$ cat config.mk
export PLATFORM = sky130hd
export DESIGN_NAME = alu
export DESIGN_NICKNAME = d
export VERILOG_FILES = /design/src/rtl/alu_pkg.sv /design/src/rtl/alu_rotator.sv /design/src/rtl/alu.sv
export SDC_FILE = /design/constraint.sdc
export NUM_CORES = 1
export LEC_CHECK = 0
export ABC_AREA = 1
export CORE_MARGIN = 8
export CORE_UTILIZATION = 25
export CTS_CLUSTER_DIAMETER = 120
export DETAILED_ROUTE_END_ITERATION = 6
export PLACE_DENSITY_LB_ADDON = 0.3
export SYNTH_ARGS = -nofsm -noshare
export SYNTH_HDL_FRONTEND = slang
export SYNTH_SLANG_ARGS = --single-unit
$ cat constraint.sdc
create_clock -name clk -period 3.41 [get_ports clk]
set_clock_uncertainty 0.15 [all_clocks]
set_input_delay 0.682 -clock clk [delete_from_list [all_inputs] [get_ports clk]]
set_output_delay 0.682 -clock clk [all_outputs]
set_load 0.1 [all_outputs]
$ cat src/rtl/alu_pkg.sv
// Shared types and constants for the 12-bit datapath ALU.
// Optional zero flag is enabled by defining ALU_ZERO_FLAG_EN.
package alu_pkg;

   localparam int WIDTH_DEFAULT = 12;
   localparam int ROT_AMT_W     = 4;

   typedef enum logic [2:0] {
      ADD   = 3'b000,
      SUB   = 3'b001,
      ROT_L = 3'b010,
      ROT_R = 3'b011,
      XOR   = 3'b100,
      AND   = 3'b101,
      OR    = 3'b110,
      NOT   = 3'b111
   } alu_op_e;

endpackage

$ cat src/rtl/alu_rotator.sv
// Combinational circular rotator; the amount is reduced modulo WIDTH first.
// dir = 0 rotates left, dir = 1 rotates right.
module alu_rotator
   import alu_pkg::*;
#(
   parameter int WIDTH = WIDTH_DEFAULT
) (
   input  logic [WIDTH-1:0]     value,
   input  logic [ROT_AMT_W-1:0] amount,
   input  logic                 dir,
   output logic [WIDTH-1:0]     rotated
);

   int unsigned          amt_mod;
   logic [2*WIDTH-1:0]   dbl;
   logic [2*WIDTH-1:0]   shifted;

   // Rotating a doubled copy keeps the wrapped-around bits in the window we keep.
   always_comb begin
      amt_mod = int'(amount) % WIDTH;
      dbl     = {value, value};
      shifted = '0;
      rotated = '0;
      if (dir) begin
         shifted = dbl >> amt_mod;
         rotated = shifted[WIDTH-1:0];
      end else begin
         shifted = dbl << amt_mod;
         rotated = shifted[2*WIDTH-1:WIDTH];
      end
   end

endmodule

$ cat src/rtl/alu.sv
// Registered 12-bit ALU: add/sub with carry, rotates, logic ops and flags.
// Define ALU_ZERO_FLAG_EN to add the registered zero_out flag.
module alu
   import alu_pkg::*;
#(
   parameter int WIDTH = WIDTH_DEFAULT
) (
   input  logic             clk,
   input  logic             rst_n,
   input  logic [WIDTH-1:0] a_in,
   input  logic [WIDTH-1:0] b_in,
   input  logic             carry_in,
   input  logic [2:0]       func_code,
   output logic [WIDTH-1:0] a_out,
   output logic             carry_out,
   output logic             equ_out,
   output logic             overflow_out
`ifdef ALU_ZERO_FLAG_EN
   ,
   output logic             zero_out
`endif
);

   alu_op_e          op;
   logic [WIDTH:0]   add_sum;
   logic [WIDTH:0]   sub_diff;
   logic [WIDTH-1:0] rot_value;

   logic [WIDTH-1:0] res_d, res_q;
   logic             carry_d, carry_q;
   logic             equ_d, equ_q;
   logic             ovf_d, ovf_q;

   alu_rotator #(
      .WIDTH (WIDTH)
   ) u_rotator (
      .value   (a_in),
      .amount  (b_in[ROT_AMT_W-1:0]),
      .dir     (op == ROT_R),
      .rotated (rot_value)
   );

   always_comb begin
      op       = alu_op_e'(func_code);
      add_sum  = {1'b0, a_in} + {1'b0, b_in} + {{WIDTH{1'b0}}, carry_in};
      sub_diff = {1'b0, a_in} - {1'b0, b_in} - {{WIDTH{1'b0}}, carry_in};
      res_d    = '0;
      carry_d  = 1'b0;
      ovf_d    = 1'b0;
      equ_d    = (a_in == b_in);
      case (op)
         ADD: begin
            res_d   = add_sum[WIDTH-1:0];
            carry_d = add_sum[WIDTH];
            ovf_d   = (a_in[WIDTH-1] & b_in[WIDTH-1] & ~add_sum[WIDTH-1]) |
                      (~a_in[WIDTH-1] & ~b_in[WIDTH-1] & add_sum[WIDTH-1]);
         end
         SUB: begin
            res_d   = sub_diff[WIDTH-1:0];
            carry_d = sub_diff[WIDTH];
            ovf_d   = (a_in[WIDTH-1] & ~b_in[WIDTH-1] & ~sub_diff[WIDTH-1]) |
                      (~a_in[WIDTH-1] & b_in[WIDTH-1] & sub_diff[WIDTH-1]);
         end
         ROT_L, ROT_R: res_d = rot_value;
         XOR:          res_d = a_in ^ b_in;
         AND:          res_d = a_in & b_in;
         OR:           res_d = a_in | b_in;
         NOT:          res_d = ~a_in;
         default:      res_d = '0;
      endcase
   end

   always_ff @(posedge clk) begin
      if (!rst_n) begin
         res_q   <= '0;
         carry_q <= 1'b0;
         equ_q   <= 1'b0;
         ovf_q   <= 1'b0;
      end else begin
         res_q   <= res_d;
         carry_q <= carry_d;
         equ_q   <= equ_d;
         ovf_q   <= ovf_d;
      end
   end

   assign a_out        = res_q;
   assign carry_out    = carry_q;
   assign equ_out      = equ_q;
   assign overflow_out = ovf_q;

`ifdef ALU_ZERO_FLAG_EN
   logic zero_d, zero_q;

   always_comb begin
      zero_d = (res_d == '0);
   end

   always_ff @(posedge clk) begin
      if (!rst_n) zero_q <= 1'b0;
      else        zero_q <= zero_d;
   end

   assign zero_out = zero_q;
`endif

endmodule

== Word level (Yosys, flattened, before mapping) ==
Cells that the tools add are included.

* Bits of input ports: 30
* Word-level logic and storage cells: 43
* Output and inout bits: 15
* Register bits after elaboration: 15

* Reductions and logical operators: 2
* Equal/unequal tests: 8
* $add $sub $neg: 4
* Muxes and demuxes: 4
* Shift-type cells: 2
* Bitwise operators: 18
* Divide/modulo/power cells: 1

{| class="wikitable"
|+ Operators by type and width
! operator !! number
|-
| 12-bit case mux with 7 select lines || 1
|-
| 5-bit by 5-bit remainder unit with 32-bit output, second input constant || 1
|-
| 24-bit by 32-bit << shifter with 24-bit output || 1
|-
| 24-bit by 32-bit right shift with 12-bit output || 1
|-
| 12-bit by 12-bit adder with 13-bit output || 1
|-
| 13-bit by 1-bit adder with 13-bit output || 1
|-
| 12-bit by 12-bit subtractor with 13-bit output || 1
|-
| 13-bit by 1-bit subtractor with 13-bit output || 1
|-
| 12-bit AND || 1
|-
| 12-bit equality test || 1
|-
| 3-bit equality test, second input constant || 4
|-
| 12-bit two-way mux || 1
|-
| 12-bit inverter || 1
|-
| 12-bit bitwise OR || 1
|-
| 12-bit bitwise XOR || 1
|-
| 1-bit AND || 8
|-
| 3-bit by 2-bit equality test with 1-bit output, second input constant || 2
|-
| 1-bit inverter || 4
|-
| 1-bit case mux with 2 select lines || 2
|-
| 3-bit by 1-bit equality test with 1-bit output, second input constant || 1
|-
| 3-bit zero test || 1
|-
| 1-bit bitwise OR || 2
|-
| 2-bit OR reduction || 1
|}

== Logic depth before layout (Yosys ltp) ==
Gate-level depths: netlist of run 1.

* Word-level depth: 6
* Mapped depth: 17
* Mapped depth without buffers: 17

== By module ==
From an unflattened synthesis of run 1, not the netlist that was laid out.

* Cell total of the unflattened synthesis: 769
* Area, all modules: 4381.7 µm²

{| class="wikitable"
|+ Modules (own cells, without submodules)
! module !! seq. area each (µm²) !! times used !! area each (µm²) !! cells each
|-
| alu || 300.3 || 1 || 2647.5 || 425
|-
| alu_rotator || 0.0 || 1 || 1734.2 || 344
|}

== Worst setup path after synthesis of run 1 ==
OpenSTA, ideal clock, no wires.

* Path kind: input to register
* From: input b_in[0]
* To: register res_q[7], in the netlist a_out[7]
* Required time: 3.151 ns
* Path buffers: 1
* Setup slack: 0.738 ns
* Arrival time: 2.413 ns
* Library setup time: 0.109 ns
* Cell stages on the path: 16
* Cells stage by stage: inv_2 -> buf_6 -> fa_1 -> inv_1 -> ha_1 -> inv_1 -> nand2_1 -> nand2_1 -> nand2_1 -> nand2_1 -> nand3_1 -> or2_2 -> nand3_1 -> nand3_1 -> nand2_1 -> inv_1

* Word-level cells in the longest chain between the ends: 4
* Elaborated cells between the ends (all ways): 9
* Those cells by class: add/sub: 4; div: 1; shift: 2; mux: 2

{| class="wikitable"
|+ RTL lines
! what !! RTL line !! text
|-
| start, declared || alu.sv:11 || <nowiki>input logic [WIDTH-1:0] b_in,</nowiki>
|-
| 5-bit by 5-bit remainder unit with 32-bit output || alu_rotator.sv:20 || <nowiki>amt_mod = int'(amount) % WIDTH;</nowiki>
|-
| 24-bit by 32-bit << shifter with 24-bit output / 24-bit by 32-bit right shift with 12-bit output (equally long branches) || alu_rotator.sv:28, alu_rotator.sv:25 ||
|-
| 12-bit two-way mux || alu_rotator.sv:24 || <nowiki>if (dir) begin</nowiki>
|-
| 12-bit case mux with 7 select lines * || alu.sv:51 || <nowiki>case (op)</nowiki>
|-
| end signal, assigned || alu.sv:80 || <nowiki>res_q <= res_d;</nowiki>
|-
| end, declared || alu.sv:29 || <nowiki>logic [WIDTH-1:0] res_d, res_q;</nowiki>
|}

Mark *: on every way between the ends. The rest lies on a longest branch, timed or not.
A chain may end at the register's enable or synchronous reset.

== Worst setup path after layout of run 1 ==
* From: input a_in[0]
* To: register res_q[7], in the netlist a_out[7]

* Word-level cells in the longest chain between the ends: 3
* Elaborated cells between the ends (all ways): 8
* Those cells by class: add/sub: 4; shift: 2; mux: 2

{| class="wikitable"
|+ RTL lines
! what !! RTL line !! text
|-
| start, declared || alu.sv:10 || <nowiki>input logic [WIDTH-1:0] a_in,</nowiki>
|-
| 12-bit by 12-bit subtractor with 13-bit output (tied with other cells) || alu.sv:46 || <nowiki>sub_diff = {1'b0, a_in} - {1'b0, b_in} - {{WIDTH{1'b0}}, carry_in};</nowiki>
|-
| 13-bit by 1-bit subtractor with 13-bit output (tied with other cells) || alu.sv:46 ||
|-
| 12-bit case mux with 7 select lines * || alu.sv:51 ||
|}

Marked as above.

==> reports/qor.txt, run 1 <==
CTS tree -> yes
largest area contributor in the netlist -> nand2_1
Placed Instances -> 1014
yosys warns -> 0
Final min period -> 3.11 ns
HPWL after DPL -> 13.9 mm
clk root buf -> clkbuf_16
sequential element share of the synthesized area -> 7.66%
Critical Path Stages -> 17
Vias -> 4996
crit path max fanout -> 3
Worst-Margin Slew -> 0.551 ns
post-CTS sizing -> 0
Detailed Routing Iterations Pass 1 -> 5
cell area after synthesis -> 0.00392 mm2
Mapped Cells -> 728
crit-path cells -> clkdlybuf4s50_1 > inv_1 > fa_1 > inv_1 > ha_1 > inv_1 > nand2_1 > nand2_1 > nand2_1 > buf_4 > nand2_1 > nand3_1 > or2_2 > nand3_1 > nand3_1 > nand2_1 > inv_1
GRT Overall Usage -> 16.2%
area grow syn2layout -> 25.9%
Slew Limit Fails -> 0
Critical Path RT -> 3.41 ns
share of the synthesized area in the top cell type -> 20.0%
cts bufs inserted -> 3
# fillers -> 1744
die area -> 0.0200 mm2
fin cells -> 1018
# hold bufs at CTS -> 0
total detailed-routing wirelength -> 16.5 mm
Yosys cell types -> 34
final hold vios -> 0
drt drc -> 0
Setup Crit Path Kind -> input port to flip-flop
FMAX -> 321 MHz
Slowest-stage cell, CP -> fa_1
Max VDD drop -> 0.153 mV
top cells by area, synth -> nand2_1, ha_1, nand3_1
synth cell count leaders -> nand2_1, inv_1, nand3_1
WP data arrival -> 3.11 ns
multi-input logic area -> 0.00304 mm2
clock buffer depth -> 2
H-Tree Depth -> 1
top-count cell post-synth -> nand2_1
clock net sink count -> 15
outcome -> complete, no violations
Setup crit end -> a_out[7]$_SDFF_PN0_
FF/Latch Area -> 300 um2
starting density of the core -> 25.7%
Slew HR -> 63.1%
Ports -> 45
crit-path leading delay family -> buffers and inverters
post-route ant nets -> 0
Leak -> 2.65 nW
top_reg_cell synth -> dfxtp_1
die width -> 141 um
RSZ-0062 raised after global routing -> no
Critical Path Max Stage Delay -> 0.56 ns
pre-CTS setup slack -> 0.0450 ns
Worst setup EP type -> flip-flop
vias in the first global route -> 4663
Final nets -> 889
number of synthesized register bits -> 15
power density over cell area -> 274 mW/mm2
Buf/Inv on CP -> 6
startpoint types -> input port
Cell Rows -> 45
# port buffers -> 44
most numerous cell on the critical path -> nand2_1
endpoints failing setup -> 0
setup TNS -> 0 ns
largest net degree at the start of global routing -> 26
ANT cells -> 0
drt wl/cell -> 16.2 um
total congestion overflow -> 0
initial drt markers -> 529
Post-Syn Nets -> 809
maxcap violations -> 0
vias per std cell -> 4.91
# Post-CTS Setup Buffers -> 0
Core Region -> 0.0153 mm2
syn avg cell area -> 5.39 um2
Final period util -> 91.3%
share of flip-flops with an asynchronous set or reset -> 0%
Hold Crit Class -> input port to flip-flop
clock slew at reported path FFs -> 0.06 ns
Setup WS post-layout -> 0.298 ns
layout cell share with drive strength beyond 1 -> 11.2%
EDFF count, synth -> 0
die height -> 141 um
first-pass GRT wire length -> 25.7 mm
antenna violations before repair -> 0
Critical Path Source -> a_in[0]
gp weighted congestion -> 0.996
logic make-up after synthesis:
group	synth area share, %
compound gates	15.5
xor+xnor	0.893
fa+ha+maj	17.0
flops	7.66
simple gates	44.0
buf+inv	14.9
layout by cell type, fill, tap and decap left out, drive strengths merged, types with 3 or more instances in the layout:
cell           instances
nand2                210
o221ai                 3
nor2                  75
ha                    47
clkdlybuf4s50         29
inv                  123
buf                   67
clkbuf                 3
a21oi                 39
nand4                 13
nor3                   8
o21ai                 47
dfxtp                 15
and2                   3
nand3                 88
nand3b                 3
fa                     4
a211oi                 5
o211ai                 4
o22ai                 10
how the worst min path moves through the flow:
| stage | from | to | slack [ns] | cells past startpoint |
|---|---|---|---|---|
| floorplan | rst_n | carry_out$_SDFF_PN0_ | 0.68 | 2 |
| global placement | a_out[5]$_SDFF_PN0_ | a_out[5] | 1.03 | 1 |
| detailed placement | equ_out$_SDFF_PN0_ | equ_out | 1.03 | 1 |
| CTS | rst_n | a_out[6]$_SDFF_PN0_ | 1.20 | 3 |
| global route | rst_n | a_out[11]$_SDFF_PN0_ | 1.27 | 3 |
| finish | a_in[4] | a_out[4]$_SDFF_PN0_ | 1.23 | 5 |
metrics by stage:
step           util (%)  area [um2]  power [W]  hold slack (ns)
3_5_place_dp       31.8        4860    0.00110             1.03
3_3_place_gp       31.8        4860    0.00110             1.03
2_1_floorplan         -        3920   0.000797            0.683
5_1_grt            32.4        4940    0.00145             1.27
4_1_cts            32.4        4940    0.00134             1.20
6_report           32.4        4940    0.00135             1.23
report_power, final:
part	switching [W]	internal, W
Combinational	0.000606	0.000302
Clock	0.0000875	0.000157
Sequential	0.00000723	0.000193
Total	0.000700	0.000652
tightest hold or removal path, stage by stage:
cell and delay [ns]:
clkdlybuf4s50_1 0.44, inv_1 0.09, buf_4 0.16, a211oi_1 0.10
a21oi_1 0.13
registers in the layout (all words and copies together) (netlist names):
name          cells
a_out            12
equ_out           1
carry_out         1
overflow_out      1
layout make-up:
type / instances / area share (%)
clock inverters: 1 / 0.101
well taps: 211 / 5.35
multi-input cells: 569 / 61.5
flip-flops and latches: 15 / 6.08
inverters: 123 / 9.35
repair buffers: 96 / 16.1
clock buffers: 3 / 1.52
routing by layer:
metal / wire length, um / up-vias / part of all wire (%) / global-route usage, %
li1: - / 2504 / - / -
met1: 7680 / 2213 / 47 / 22.8
met2: 6750 / 245 / 41 / 24.4
met3: 1490 / 34 / 9.0 / 2.65
met4: 572 / 0 / 3.5 / 5.15
met5: 0 / - / 0 / 0
(Power assumes the default switching activity.)
==> inputs of run 2 (changes only) <==
--- a/config.mk
+++ b/config.mk
@@ -6,8 +6,8 @@
 export NUM_CORES = 1
 export LEC_CHECK = 0
 export ABC_AREA = 1
-export CORE_MARGIN = 8
-export CORE_UTILIZATION = 25
+export CORE_MARGIN = 3
+export CORE_UTILIZATION = 30
 export CTS_CLUSTER_DIAMETER = 120
 export DETAILED_ROUTE_END_ITERATION = 6
 export PLACE_DENSITY_LB_ADDON = 0.3
==> reports/qor.txt, run 2 (synthesis results as in run 1) <==
outcome -> complete, no violations
drt drc -> 0
ANT cells -> 0
area grow syn2layout -> 22.7%
multi-input logic area -> 0.00304 mm2
vias per std cell -> 5.16
commonest non-fill, non-tap cell in the layout -> nand2_1
Leak -> 2.60 nW
Vias -> 4996
most numerous cell on the critical path -> inv_1
WP data arrival -> 3.18 ns
final hold vios -> 0
# fillers -> 1461
fin cells -> 969
commonest cells after routing, fill and taps aside -> nand2_1, inv_1, nand3_1, nor2_1, buf_4
Setup Crit Path Kind -> input port to flip-flop
die area -> 0.0145 mm2
initial drt markers -> 509
Area after DPL -> 0.00473 mm2
Slew HR -> 47.5%
H-Tree Depth -> 1
max reg flops -> 12
fin area -> 0.00481 mm2
setup TNS -> 0 ns
HPWL after DPL -> 12.9 mm
total detailed-routing wirelength -> 15.6 mm
cts bufs inserted -> 3
RSZ-0062 raised after global routing -> no
clk root buf -> clkbuf_16
# port buffers -> 44
drt wl/cell -> 16.1 um
first-pass GRT wire length -> 24.6 mm
Detailed Routing Iterations Pass 1 -> 5
Worst-Margin Slew -> 0.785 ns
layout cell share with drive strength beyond 1 -> 10.0%
GRT Overall Usage -> 21.4%
CTS tree -> yes
FMAX -> 315 MHz
die width -> 120 um
maxcap violations -> 0
Ports -> 45
Final period util -> 93.0%
Setup WS post-layout -> 0.237 ns
Placed Instances -> 965
starting density of the core -> 30.8%
Slew Limit Fails -> 0
pre-CTS setup slack -> 0.0248 ns
FF/Latch Area -> 300 um2
crit-path cells -> clkdlybuf4s50_1 > inv_1 > fa_1 > fa_1 > inv_1 > nand3_1 > nand2_1 > inv_1 > o21ai_0 > a21oi_1 > o21ai_0 > nand2_1 > a21oi_1
antenna violations before repair -> 0
Hold Crit Class -> input port to flip-flop
# Post-CTS Setup Buffers -> 0
# hold bufs at CTS -> 0
Cell Rows -> 41
gp weighted congestion -> 1.05
clock slew at reported path FFs -> 0.05 ns
Core Region -> 0.0127 mm2
Max VDD drop -> 0.114 mV
Slowest-stage cell, CP -> fa_1
vias in the first global route -> 4591
Final min period -> 3.17 ns
Critical Path Max Stage Delay -> 0.55 ns
crit path max fanout -> 3
die height -> 120 um
total congestion overflow -> 0
Critical Path RT -> 3.42 ns
power density over cell area -> 275 mW/mm2
clock buffer depth -> 2
Worst setup EP type -> flip-flop
post-route ant nets -> 0
largest net degree at the start of global routing -> 25
clock net sink count -> 15
Final nets -> 879
post-route total power -> 0.00132 W
post-CTS sizing -> 0
startpoint types -> input port
endpoints failing setup -> 0
-- run 2: final cells by class --
type	count	area share, %
Multi-Input combinational cell	569	63.1
Timing Repair Buffer	86	14.9
Inverter	123	9.59
Sequential cell	15	6.24
Tap cell	172	4.47
Clock buffer	3	1.56
Clock inverter	1	0.104
-- run 2: path summary, 6_finish.rpt --
check | startpoint | to | slack [ns] | cells after the start
min | func_code[0] | a_out[4]$_SDFF_PN0_ | 1.14 | 5
max | a_in[0] | a_out[6]$_SDFF_PN0_ | 0.24 | 13
-- run 2: per-stage QoR --
stage	hold slack (ns)	utilization, %
2_1_floorplan	0.683	-
4_1_cts	1.12	37.8
3_3_place_gp	1.03	37.2
3_5_place_dp	1.03	37.2
5_1_grt	1.15	37.8
6_report	1.14	37.8
-- run 2: routing by layer --
layer  wire length, um  GRT usage, %  up-vias
met4               485          4.96        0
met3              1540          2.76       35
met2              6450          32.8      288
met5                 0             0        -
li1                  -             -     2484
met1              7100          31.8     2189
-- run 2: power breakdown --
part           internal [W]  total (W)  switching (W)
registers          0.000193   0.000199     0.00000643
clock network      0.000157   0.000241      0.0000843
logic              0.000289   0.000884       0.000595
total              0.000639    0.00132       0.000685
-- run 2: worst max-delay path: cells and delay by family --
kind                     cells  cell delay [ns]
buffers and inverters        4             0.70
adder cells (fa/ha/maj)      2             1.00
AND/OR/NAND/NOR              3             0.25
AO/OA/AOI/OAI                4             0.55
==> patch 1: new RTL, flow settings as in run 2 <==
Change the package constant `WIDTH_DEFAULT` from 12 to 16.
--- a/src/rtl/alu_pkg.sv
+++ b/src/rtl/alu_pkg.sv
@@ -4,3 +4,3 @@
 
-   localparam int WIDTH_DEFAULT = 12;
+   localparam int WIDTH_DEFAULT = 16;
    localparam int ROT_AMT_W     = 4;
Ports: changed (resized a_in, a_out and b_in); port bits go from 45 to 57. The function was not compared with the original's and may differ.
==> patch 1 against run 2 <==
Power rose by 34%; non-clock buffer count is 32 higher; core utilization decreased by 0.38 points; worst setup slack improved by 0.088 ns; cell area is 35% higher; via count rose by 36%; sequential cell count increased by 4; wire length up 40%; synthesized area grew 36%; largest power group unchanged.
==> patch 1: results (changes against run 2) <==
status finished clean; max reg flops 16 (+4); Yosys cell types 42 (+24%); Post-Syn Nets 1071 (+32%); routability-driven placement congestion ratio 1.00 (-4.4%); # nets final 1157 (+32%); met1 wire length 9.58 mm (+35%); port bufs 56 (+27%); Final non-clock buffer share 15.2% (+0.25 points); clock network power share 15.7% (-2.5 points); layout cells sized above 1 12.2% (+2.1 points); hpwl dp 17.8 mm (+38%); largest net degree at the start of global routing 35 (+40%); Worst Setup SP a_in[6]; CP max FO 4 (+1); met3 Resource Use GR 1.89% (-0.87 points); CP endpoint a_out[7]; Hold Path End a_out[0]; post-synthesis adder-cell area fraction 16.2% (-0.79 points); Net Sw Power 950 uW (+39%); Clock buf/inv share 1.23% (-0.43 points); GRT Util Overall 21.9% (+0.51 points); initial DRC count 730 (+43%); Reg area 380 sq um (+27%); area of the mapped netlist 5350 sq um (+36%); Worst path top cell family by delay simple AND/OR/NAND/NOR gates; via count 6795 (+36%); Synth area leaders nand3_1 24%, nand2_1 18%, ha_1 15%, inv_1 9.3%, dfxtp_1 7.1%; Seq/Total Area, Yosys 7.11% (-0.54 points); fill cell count 1911 (+31%); CP dominant cell by count nand2_1; slew margin rel. 63.8% (+16 points); Synth Area in XOR/XNOR 0.655% (-0.24 points); Routed WL per cell 17.0 microns (+6.0%); met2 routed WL 9.92 mm (+54%); met1 GRT Util 30.4% (-1.4 points); Pwr Total 1770 uW (+34%)
## patch 1: changes by cell type after synthesis, moves of 5 or more
cell,before,now
nand3_1,87,253
nand2_1,209,263
nor2_1,69,41
o21ai_0,32,13
inv_1,116,133
ha_1,47,63
nand4_1,13,7
o21ai_1,13,7
o22ai_1,10,16
clkbuf_1,2,7
## patch 1: through the flow
stage / worst slack, ns / hold WS [ns] / utilization [%] / instance area [sq um] / instances
2_1_floorplan: 0.0968 / 0.796 / - / 5350 / 966
4_1_cts: 0.00146 / 1.01 / 37.2 / 6460 / 1275
3_5_place_dp: -0.365 / 1.03 / 36.8 / 6380 / 1271
6_report: 0.325 / 0.919 / 37.4 / 6500 / 1276
3_3_place_gp: -0.318 / 1.03 / 36.8 / 6380 / 1271
5_1_grt: 0.0825 / 0.996 / 37.4 / 6500 / 1276
## patch 1: logic make-up after synthesis
kind of cell	after synthesis
AOI/OAI and AO/OA	97
xor gates and xnor gates	4
adders and majority gates	67
buffers and inverters	179
DFF	19
and+or+nand+nor	600
==> patch 2: new RTL, config.mk and constraints of run 2 <==
Made on the original files. Take the reset off `res_q` and load it in a clocked block of its own.
--- a/src/rtl/alu.sv
+++ b/src/rtl/alu.sv
@@ -74,3 +74,2 @@
       if (!rst_n) begin
-         res_q   <= '0;
          carry_q <= 1'b0;
@@ -79,3 +78,2 @@
       end else begin
-         res_q   <= res_d;
          carry_q <= carry_d;
@@ -84,2 +82,6 @@
       end
+   end
+
+   always_ff @(posedge clk) begin
+      res_q <= res_d;
    end
Check against the original RTL: not equivalent (Yosys sat finds a counterexample within 4 cycles, from zero or initial values and one cycle with rst_n low).
==> patch 2 against run 2 <==
Sequential cell count stayed put; sequential share of layout area up 0.42 points; non-clock buffer count decreased by 4; power rose by 4.1%; cell area shrank 6.3%; worst setup slack better by 0.083 ns; synthesized area decreased by 6.2%; wire length down 9.2%; largest cell class unchanged.
==> patch 2: results (changes against run 2) <==
diode count 0 (unchanged); initial DRC count 541 (+6.3%); combinational power 915 uW (+3.5%); H-tree levels 1 (unchanged); max reg flops 12 (unchanged); Worst-path clk slew 0.06 ns; Routed WL per cell 16.5 microns (+2.7%); largest net degree at the start of global routing 34 (+36%); layout cells sized above 1 11.5% (+1.4 points); post-CTS sizing 0 (unchanged); vias in the first global route 4175 (-9.1%); Clock Tree Buf Depth 2 (unchanged); Synth area leaders nand2_1 18%, ha_1 16%, inv_1 9.5%, dfxtp_1 8.2%, nand3_1 6.8%; Critical Path AT 3.06 ns (-0.12 ns); CTS buffer count 3 (unchanged); Synth top cells by count 179 x nand2_1, 93 x inv_1, 60 x nor2_1, 50 x nand3_1, 47 x ha_1; # nets final 796 (-9.4%); internal power 653 uW (+2.2%); setup bufs post-CTS 0 (unchanged); CP max FO 5 (+2); Seq/Total Area, Yosys 8.16% (+0.50 points); slew margin rel. 55.3% (+7.8 points); first-pass GRT wire length 22.0 mm (-10%); hpwl dp 11.8 mm (-8.5%); via/cell ratio 5.28 (+2.4%); Worst VDD drop 0.175 mV (+54%); Yosys cell types 44 (+29%); clk root buf clkbuf_16; Post-Syn Nets 729 (-9.9%); routability-driven placement congestion ratio 1.00 (-4.4%); Max stage delay on crit path 0.57 ns (+0.02 ns); port bufs 44 (unchanged); worst hold path type in -> reg; ys async rst share 0% (unchanged); Worst path top cell family by delay adder cells; Synth Warn # 0 (unchanged); fill cell count 1310 (-10%); Seq power 216 uW (+9%); prevailing post-synth register cell dfxtp_1; P_leak 0.00235 uW (-9.8%); antenna violations before repair 0 (unchanged); first-pass iteration count of the detailed router 5 (unchanged); slowest CP cell fa_1; GRT Util Overall 20.7% (-0.71 points); status finished clean
## patch 2: cell types whose count changed in the layout (fill, tap and decap cells not counted), moves of 4 or more
cell,before,now
o21ai_0,32,26
a211oi_1,5,0
nand2_1,209,179
o22ai_1,10,19
a31oi_1,0,5
a21oi_1,39,28
inv_1,116,93
o21ai_1,13,26
nor3_1,8,4
nand3_1,87,50
buf_4,57,53
nor2_1,69,60
## patch 2: worst paths after layout
path / start / end / slack, ns / depth (start not counted)
worst min-delay path: rst_n / carry_out / 0.93 / 3
worst max-delay path: a_in[0] / a_out[3] / 0.32 / 12
## patch 2: per-stage QoR
step / worst slack, ns / instance area, sq um / power (uW) / std cells
after floorplan: 0.840 / 3680 / 846 / 648
after global placement: 0.136 / 4430 / 1120 / 853
after detailed placement: 0.0711 / 4430 / 1120 / 853
after CTS: 0.321 / 4510 / 1370 / 857
after global routing: 0.109 / 4510 / 1470 / 857
final: 0.321 / 4510 / 1380 / 857
## patch 2: metal layers
layer  global-route usage (%)  share of wire [%]  vias up
met2                     33.8                 45      212
met3                     2.38                7.1       18
met4                     5.66                2.1        0
met5                        0                  0        -
li1                         -                  -     2238
met1                     28.8                 46     2056
## patch 2: final cells by class
cell class              instances  share of cell area [%]
clock buffers                   4                    1.75
multi-input cells             510                    63.7
repair buffers                 82                    15.3
well taps                     143                    3.97
inverters                     103                    8.63
flip-flops and latches         15                    6.66
## patch 2: cells by family (layout without fill, tap and decap cells)
logic type	count (synthesis)	in the layout	share of synthesized area (%)
compound gates	120	120	18.4
xor+xnor	6	6	1.43
fa+ha+maj	51	51	18.2
buf+inv	123	189	13.7
flops	15	15	8.16
mux	3	3	0.816
simple gates	330	330	39.3
